$ cat src/rtl/norm_shift_unit.sv
// norm_shift_unit
//   Combined normalize / right-shift controller and datapath. Captures an
//   operand on start, optionally left-normalizes it while counting leading
//   zeros, optionally right-shifts it by a saturated amount, then pulses done.
//
// Ports
//   clk     : clock, rising edge
//   rst     : asynchronous active-high reset
//   start   : request, sampled only in IDLE
//   mode    : 0/3 normalize, 1 right-shift, 2 normalize then right-shift
//   din     : operand, captured with start
//   amt     : right-shift amount, captured with start (saturated to WIDTH)
//   busy    : high in INIT, COUNT, LOAD, SHIFT
//   done    : one-cycle pulse in DONE
//   dout    : result register
//   lzc     : leading-zero count from the last normalize (0 for mode 1)
//   zero_in : captured operand was all zeros
//
// State    | meaning
// ---------+-------------------------------------------------------------
// S_IDLE   | waiting for start; captures operand, mode and amount
// S_INIT   | waiting for start to be released
// S_COUNT  | shifting left one bit per cycle until MSB set or operand zero
// S_LOAD   | loading the shift counter from the saturated amount
// S_SHIFT  | shifting right one bit per cycle until the counter expires
// S_DONE   | one-cycle completion pulse
module norm_shift_unit #(
  parameter int WIDTH = 16,
  parameter int CW    = $clog2(WIDTH + 1)
) (
  input  logic             clk,
  input  logic             rst,
  input  logic             start,
  input  logic [1:0]       mode,
  input  logic [WIDTH-1:0] din,
  input  logic [CW-1:0]    amt,
  output logic             busy,
  output logic             done,
  output logic [WIDTH-1:0] dout,
  output logic [CW-1:0]    lzc,
  output logic             zero_in
);

  localparam logic [CW-1:0] WIDTH_C = CW'(WIDTH);
  localparam logic [CW-1:0] ONE_C   = CW'(1);

  typedef enum logic [2:0] {
    S_IDLE  = 3'd0,
    S_INIT  = 3'd1,
    S_COUNT = 3'd2,
    S_LOAD  = 3'd3,
    S_SHIFT = 3'd4,
    S_DONE  = 3'd5
  } state_t;

  state_t           state_q, state_d;
  logic [WIDTH-1:0] data_q,  data_d;
  logic [1:0]       mode_q,  mode_d;
  logic [CW-1:0]    amt_q,   amt_d;
  logic [CW-1:0]    sc_q,    sc_d;
  logic [CW-1:0]    lzc_q,   lzc_d;
  logic             zero_q,  zero_d;

  always_ff @(posedge clk or posedge rst) begin
    if (rst) begin
      state_q <= S_IDLE;
      data_q  <= '0;
      mode_q  <= '0;
      amt_q   <= '0;
      sc_q    <= '0;
      lzc_q   <= '0;
      zero_q  <= 1'b0;
    end else begin
      state_q <= state_d;
      data_q  <= data_d;
      mode_q  <= mode_d;
      amt_q   <= amt_d;
      sc_q    <= sc_d;
      lzc_q   <= lzc_d;
      zero_q  <= zero_d;
    end
  end

  always_comb begin
    state_d = state_q;
    data_d  = data_q;
    mode_d  = mode_q;
    amt_d   = amt_q;
    sc_d    = sc_q;
    lzc_d   = lzc_q;
    zero_d  = zero_q;

    case (state_q)
      S_IDLE: begin
        if (start) begin
          data_d  = din;
          mode_d  = mode;
          amt_d   = (amt > WIDTH_C) ? WIDTH_C : amt;
          zero_d  = (din == '0);
          lzc_d   = '0;
          state_d = S_INIT;
        end
      end

      S_INIT: begin
        if (!start) begin
          state_d = (mode_q == 2'd1) ? S_LOAD : S_COUNT;
        end
      end

      S_COUNT: begin
        // A zero operand never reaches an MSB, so report the full width at once.
        if (data_q == '0) begin
          lzc_d   = WIDTH_C;
          state_d = (mode_q == 2'd2) ? S_LOAD : S_DONE;
        end else if (data_q[WIDTH-1] || (lzc_q == WIDTH_C)) begin
          state_d = (mode_q == 2'd2) ? S_LOAD : S_DONE;
        end else begin
          data_d = {data_q[WIDTH-2:0], 1'b0};
          lzc_d  = lzc_q + ONE_C;
        end
      end

      S_LOAD: begin
        sc_d    = amt_q;
        state_d = (amt_q == '0) ? S_DONE : S_SHIFT;
      end

      S_SHIFT: begin
        data_d = {1'b0, data_q[WIDTH-1:1]};
        if (sc_q != '0) begin
          sc_d = sc_q - ONE_C;
        end
        // The <= also covers a zero counter so the state can never stick here.
        if (sc_q <= ONE_C) begin
          state_d = S_DONE;
        end
      end

      S_DONE: begin
        state_d = S_IDLE;
      end

      default: begin
        state_d = S_IDLE;
      end
    endcase
  end

  assign busy    = (state_q == S_INIT) || (state_q == S_COUNT) ||
                   (state_q == S_LOAD) || (state_q == S_SHIFT);
  assign done    = (state_q == S_DONE);
  assign dout    = data_q;
  assign lzc     = lzc_q;
  assign zero_in = zero_q;

endmodule

$ cat config.mk
export PLATFORM = sky130hd
export DESIGN_NAME = norm_shift_unit
export DESIGN_NICKNAME = d
export VERILOG_FILES = /design/src/rtl/norm_shift_unit.sv
export SDC_FILE = /design/constraint.sdc
export NUM_CORES = 1
export LEC_CHECK = 0
export CORE_UTILIZATION = 54
export CTS_BUF_LIST = sky130_fd_sc_hd__clkbuf_16
export DETAILED_ROUTE_END_ITERATION = 8
export GPL_TIMING_DRIVEN = 0
export PLACE_DENSITY = 0.86
export SLEW_MARGIN = 20
export SYNTH_ARGS = -nofsm -noshare
export SYNTH_HDL_FRONTEND = slang
export SYNTH_SLANG_ARGS = --single-unit
$ cat constraint.sdc
create_clock -name clk -period 5.1 [get_ports clk]
set_input_delay 0.51 -clock clk [delete_from_list [all_inputs] [get_ports clk]]
set_output_delay 0.51 -clock clk [all_outputs]
set_load 0.01 [all_outputs]
* Yosys cells after proc, flatten, opt, wreduce, memory -nomap -nowiden
Cells that the tools add are included.
Operators by class: $add $sub $neg 2, mux-type cells 20, reduce and logical (&&, ||, !) cells 17, equal/unequal tests 16, $lt $le $gt $ge 2
Operator list (number):
- two-way mux 16 bit | 3
- case mux 16 bit (3 select lines) | 1
- zero test 16 bit | 2
- two-way mux 5 bit | 5
- case mux 5 bit (2 select lines) | 2
- two-way mux 3 bit | 6
- case mux 3 bit (5 select lines) | 1
- inequality test 2 bit, second input constant | 6
- AND reduction 4 bit | 2
- == test 3 x 2 -> 1 bit, second input constant | 2
- == test 3 bit, second input constant | 2
- inequality test 3 bit, second input constant | 2
- adder 5 x 1 -> 5 bit, second input constant | 1
- == test 5 bit, second input constant | 1
- greater-than comparator 5 bit, second input constant | 1
- <= comparator 5 x 1 -> 1 bit, second input constant | 1
- zero test 5 bit | 1
- nonzero test 5 bit | 1
- subtractor 5 x 1 -> 5 bit, second input constant | 1
- logical OR 1 bit | 4
- AND reduction 2 bit | 2
- nonzero test 2 bit | 2
- == test 3 x 1 -> 1 bit, second input constant | 1
- zero test 3 bit | 1
- 5 further kinds | 6
Word-level totals: bits in registers 37, input bits 26, output and inout port bits 24

* Longest topological paths before layout
word-level depth 5, gate-level depth with buffers 6, gate-level depth less buffers 6

* Worst setup path before layout
OpenSTA, ideal clock, no wires.
path kind reg-to-reg, start point reg data_q[14] (netlist: dout[14]), end point reg state_q[0], arrival time 1.788 ns, data required time 4.975 ns, path buffers 0, clock period less this slack 1.913 ns, cell stages (with the launch flop) 5, setup time 0.125 ns, setup slack 3.187 ns, cells stage by stage dfrtp_1 nor4_1 a41oi_1 a221oi_2 mux2_4
Between the ends: word-level cells in the longest chain between the ends 3
RTL lines:
- start: declaration | line 57 | logic [WIDTH-1:0] data_q, data_d;
- start signal: assignment | line 75 | data_q <= data_d;
- zero test 16 bit (*) | line 113 | if (data_q == '0) begin
- two-way mux 3 bit or inequality test 3 bit (tied branches)
- case mux 3 bit (5 select lines) or AND reduction 4 bit (tied branches)
- end signal: assignment | line 74 | state_q <= state_d;
- end: declaration | line 56 | state_t state_q, state_d;
Mark *: on every way between the ends. The rest lies on a longest branch, timed or not. A chain may end at the register's enable or synchronous reset.

* Worst setup path in the final report
start point reg data_q[1] (netlist: dout[1]), end point reg state_q[0]
Same word-level chain as after synthesis.

==> flow_metrics.env <==
export IMPL_firstDrtPassIters=5
export IMPL_synth_compound_area_share_pct=21.5
export IMPL_yosys_area_share_simple_pct=14.5
export IMPL_syn_num_nets=256
export IMPL_place_inst=324
export IMPL_r2r_end="state_q[0]$_DFFE_PP0P_"
export IMPL_p_int_uw=991
export IMPL_critPathArrivalTime_ns=2.56
export IMPL_gp_congestion=0.889
export IMPL_stdcell_count=331
export IMPL_syn_inst=226
export IMPL_fin_ws_ns=2.70
export IMPL_p_leak_nw=1.18
export IMPL_die_area_um2=4200
export IMPL_synth_top_family_by_area="compound AO/OA/AOI/OAI gates"
export IMPL_final_cell_mix="49 x clkdlybuf4s50_1, 37 x dfrtp_1, 24 x inv_1"
export IMPL_tightest_slew_ns=0.778
export IMPL_synthArstFlopShare_pct=100
export IMPL_setup_violations=0
export IMPL_p_sw_share_pct=39.4
export IMPL_slew_headroom_pct=47.7
export IMPL_slew_viol_final=0
export IMPL_seq_power_share_pct=32.4
export IMPL_fmax_mhz=417
export IMPL_dr_first_iter_drc_count=237
export IMPL_yosysSeqAreaShare_pct=43.5
export IMPL_grt_max_degree=23
export IMPL_synth_mux_area_share_pct=10.7
export IMPL_ys_types=48
export IMPL_port_buffers=49
export IMPL_status="completed"
export IMPL_powerDensity_nw_per_um2=576
export IMPL_synth_xor_area_share_pct=0.822
export IMPL_antenna_found_initial=0
export IMPL_grt_usage_pct=28.4
export IMPL_final_common_cell="clkdlybuf4s50_1"
export IMPL_core_area_um2=3720
export IMPL_row_count=22
export IMPL_pwr_share_comb_pct=50.4
export IMPL_tns_ns=0
export IMPL_min_period_ns=2.40
export IMPL_avgSynthCellArea_um2=9.43
export IMPL_diodes=0
export IMPL_postCtsSetupBuffers=0
export IMPL_reg2reg_from="dout[1]$_DFFE_PP0P_"
export IMPL_fin_nets=313
export IMPL_cts_sinks=37
export IMPL_switchingPower_uw=645
export IMPL_grt_pass1_vias=1993
export IMPL_cts_path_max_buffers=2
export IMPL_r2r_cells=4
export IMPL_fin_skew_ns=0.00569
export IMPL_remaining_drc_errors=0
export IMPL_peakVddDrop_v=0.000338
export IMPL_wl_um=5330
export IMPL_netlist_area_um2=2130
export IMPL_ys_warn_count=0
export IMPL_cts_tree="built"
export IMPL_cp_startpoint="dout[1]$_DFFE_PP0P_"
export IMPL_hpwl_um=3990
export IMPL_via_per_inst=6.10
export IMPL_post_cts_resized=0
export IMPL_ys_seq_elements=37
export IMPL_die_w_um=64.8
export IMPL_grt_overflow_total=0
export IMPL_drv_cap=0
export IMPL_rrSetupSlack_ns=2.70
export IMPL_cts_clk_slew_worst_paths_ns=0.05
export IMPL_antenna_left=0
export IMPL_cp_data_required_time_ns=5.26
export IMPL_post_place_ws_ns=2.76
export IMPL_io_pins=50
export IMPL_cts_root_buf="clkbuf_16"
export IMPL_synth_fa_ha_area_share_pct=2.35
export IMPL_synthFlopType="dfrtp_1"
export IMPL_cts_buffers=5
export IMPL_h_tree_depth=2
export IMPL_critPathKind="reg2reg"
export IMPL_clock_latency_ns=0.28
export IMPL_rsz0062_at_grt="no"
export IMPL_hold_buffers=0
export IMPL_grt_first_pass_wirelength_um=9180
export IMPL_utilization_pct=76.5
export IMPL_hold_class="reg2reg"
export IMPL_drive_gt1_share_pct=7.07
export IMPL_vias=2018
export IMPL_synthToLayoutAreaGrowth_pct=33.4
export IMPL_critPathMaxFanout=6
export IMPL_fin_crit_sh_pct=47.1
export IMPL_die_h_um=64.8
export IMPL_crit_end="state_q[0]$_DFFE_PP0P_"
export IMPL_critPathLaunchType="register"
export IMPL_final_hold_viol_count=0
export IMPL_end_kind="register"
export IMPL_clockPowerShare_pct=17.2
export IMPL_synth_edf_count=0
export IMPL_avgRoutedWirePerCell_um=16.1
export IMPL_start_util_pct=57.3
[routing by layer]
metal	global-route usage, %	vias to the layer above	part of all wire (%)
li1	-	948	-
met1	36.3	963	41
met2	46.2	94	50
met3	5.81	13	7.5
met4	12.2	0	1.8
met5	0	-	0
[layout make-up]
class | count | area (um^2)
tap | 48 | 60.1
sequential | 37 | 926
timing repair buffer | 50 | 518
fill | 283 | 875
clock inverter | 2 | 7.51
clock buffer | 5 | 125
buffer | 10 | 51.3
multi-input combinational | 155 | 1060
inverter | 24 | 90.1
[cell usage after synthesis (all sizes together), types with 2 or more instances]
cell	number	area, um^2
nand2	11	41.3
o211ai	3	22.5
o21ai	18	101
ha	4	50.1
clkbuf	7	26.3
a21oi	19	95.1
a41oi	2	17.5
nand4	2	12.5
inv	24	90.1
nor4	8	50.1
nand2b	4	25.0
nor2	8	30.0
nand3b	2	15.0
mux2	4	48.8
nand3	4	20.0
mux2i	18	180
o22ai	15	93.8
nor3	3	15.0
nor3b	4	35.0
a31oi	2	12.5
a22oi	3	22.5
or3b	2	17.5
and3	2	12.5
dfrtp	37	926
buf	3	25.0
[cell families (layout without fill, tap and decap cells)]
logic type	after synthesis	in the layout
adders and majority gates	4	4
buffers and inverters	34	91
xor gates and xnor gates	2	2
DFF	37	37
muxes	22	22
and+or+nand+nor	55	55
AOI/OAI and AO/OA	72	72
[how the worst min path moves through the flow]
stage                         start  depth (start not counted)                    to  slack [ns]
2_1_floorplan  amt_q[2]$_DFFE_PP0P_                          2  amt_q[2]$_DFFE_PP0P_        0.46
3_3_place_gp    zero_in$_DFFE_PP0P_                          2   zero_in$_DFFE_PP0P_        0.47
3_5_place_dp    zero_in$_DFFE_PP0P_                          2   zero_in$_DFFE_PP0P_        0.48
4_1_cts         zero_in$_DFFE_PP0P_                          2   zero_in$_DFFE_PP0P_        0.49
5_1_grt         zero_in$_DFFE_PP0P_                          2   zero_in$_DFFE_PP0P_        0.53
6_report        zero_in$_DFFE_PP0P_                          2   zero_in$_DFFE_PP0P_        0.48
[worst max-delay path, cell delays in order (launching register included)]
cell and delay, ns:
dfrtp_1 0.40, nor4_1 0.70, a41oi_1 0.42, a221oi_2 0.43, mux2_4 0.32
[through the flow]
step	hold WS, ns	instance area (um^2)	total power [mW]
after floorplan	0.459	2130	1.03
after global placement	0.467	2680	1.32
after detailed placement	0.477	2710	1.34
after CTS	0.488	2840	1.63
after global routing	0.529	2840	1.75
final	0.477	2840	1.64
[state kept, by name (all words and copies together) (netlist names)]
signal and flops:
dout 16, amt_q 5, sc_q 5, lzc 5
mode_q 2, zero_in 1, state_q 3
[power groups by stage]
stage | Combinational [mW] | Sequential, mW | Clock (mW)
2_1_floorplan | 0.490 | 0.542 | 0
3_3_place_gp | 0.792 | 0.526 | 0
3_5_place_dp | 0.812 | 0.532 | 0
4_1_cts | 0.821 | 0.528 | 0.285
5_1_grt | 0.906 | 0.548 | 0.298
6_report | 0.824 | 0.530 | 0.282
(Power assumes the default switching activity.)
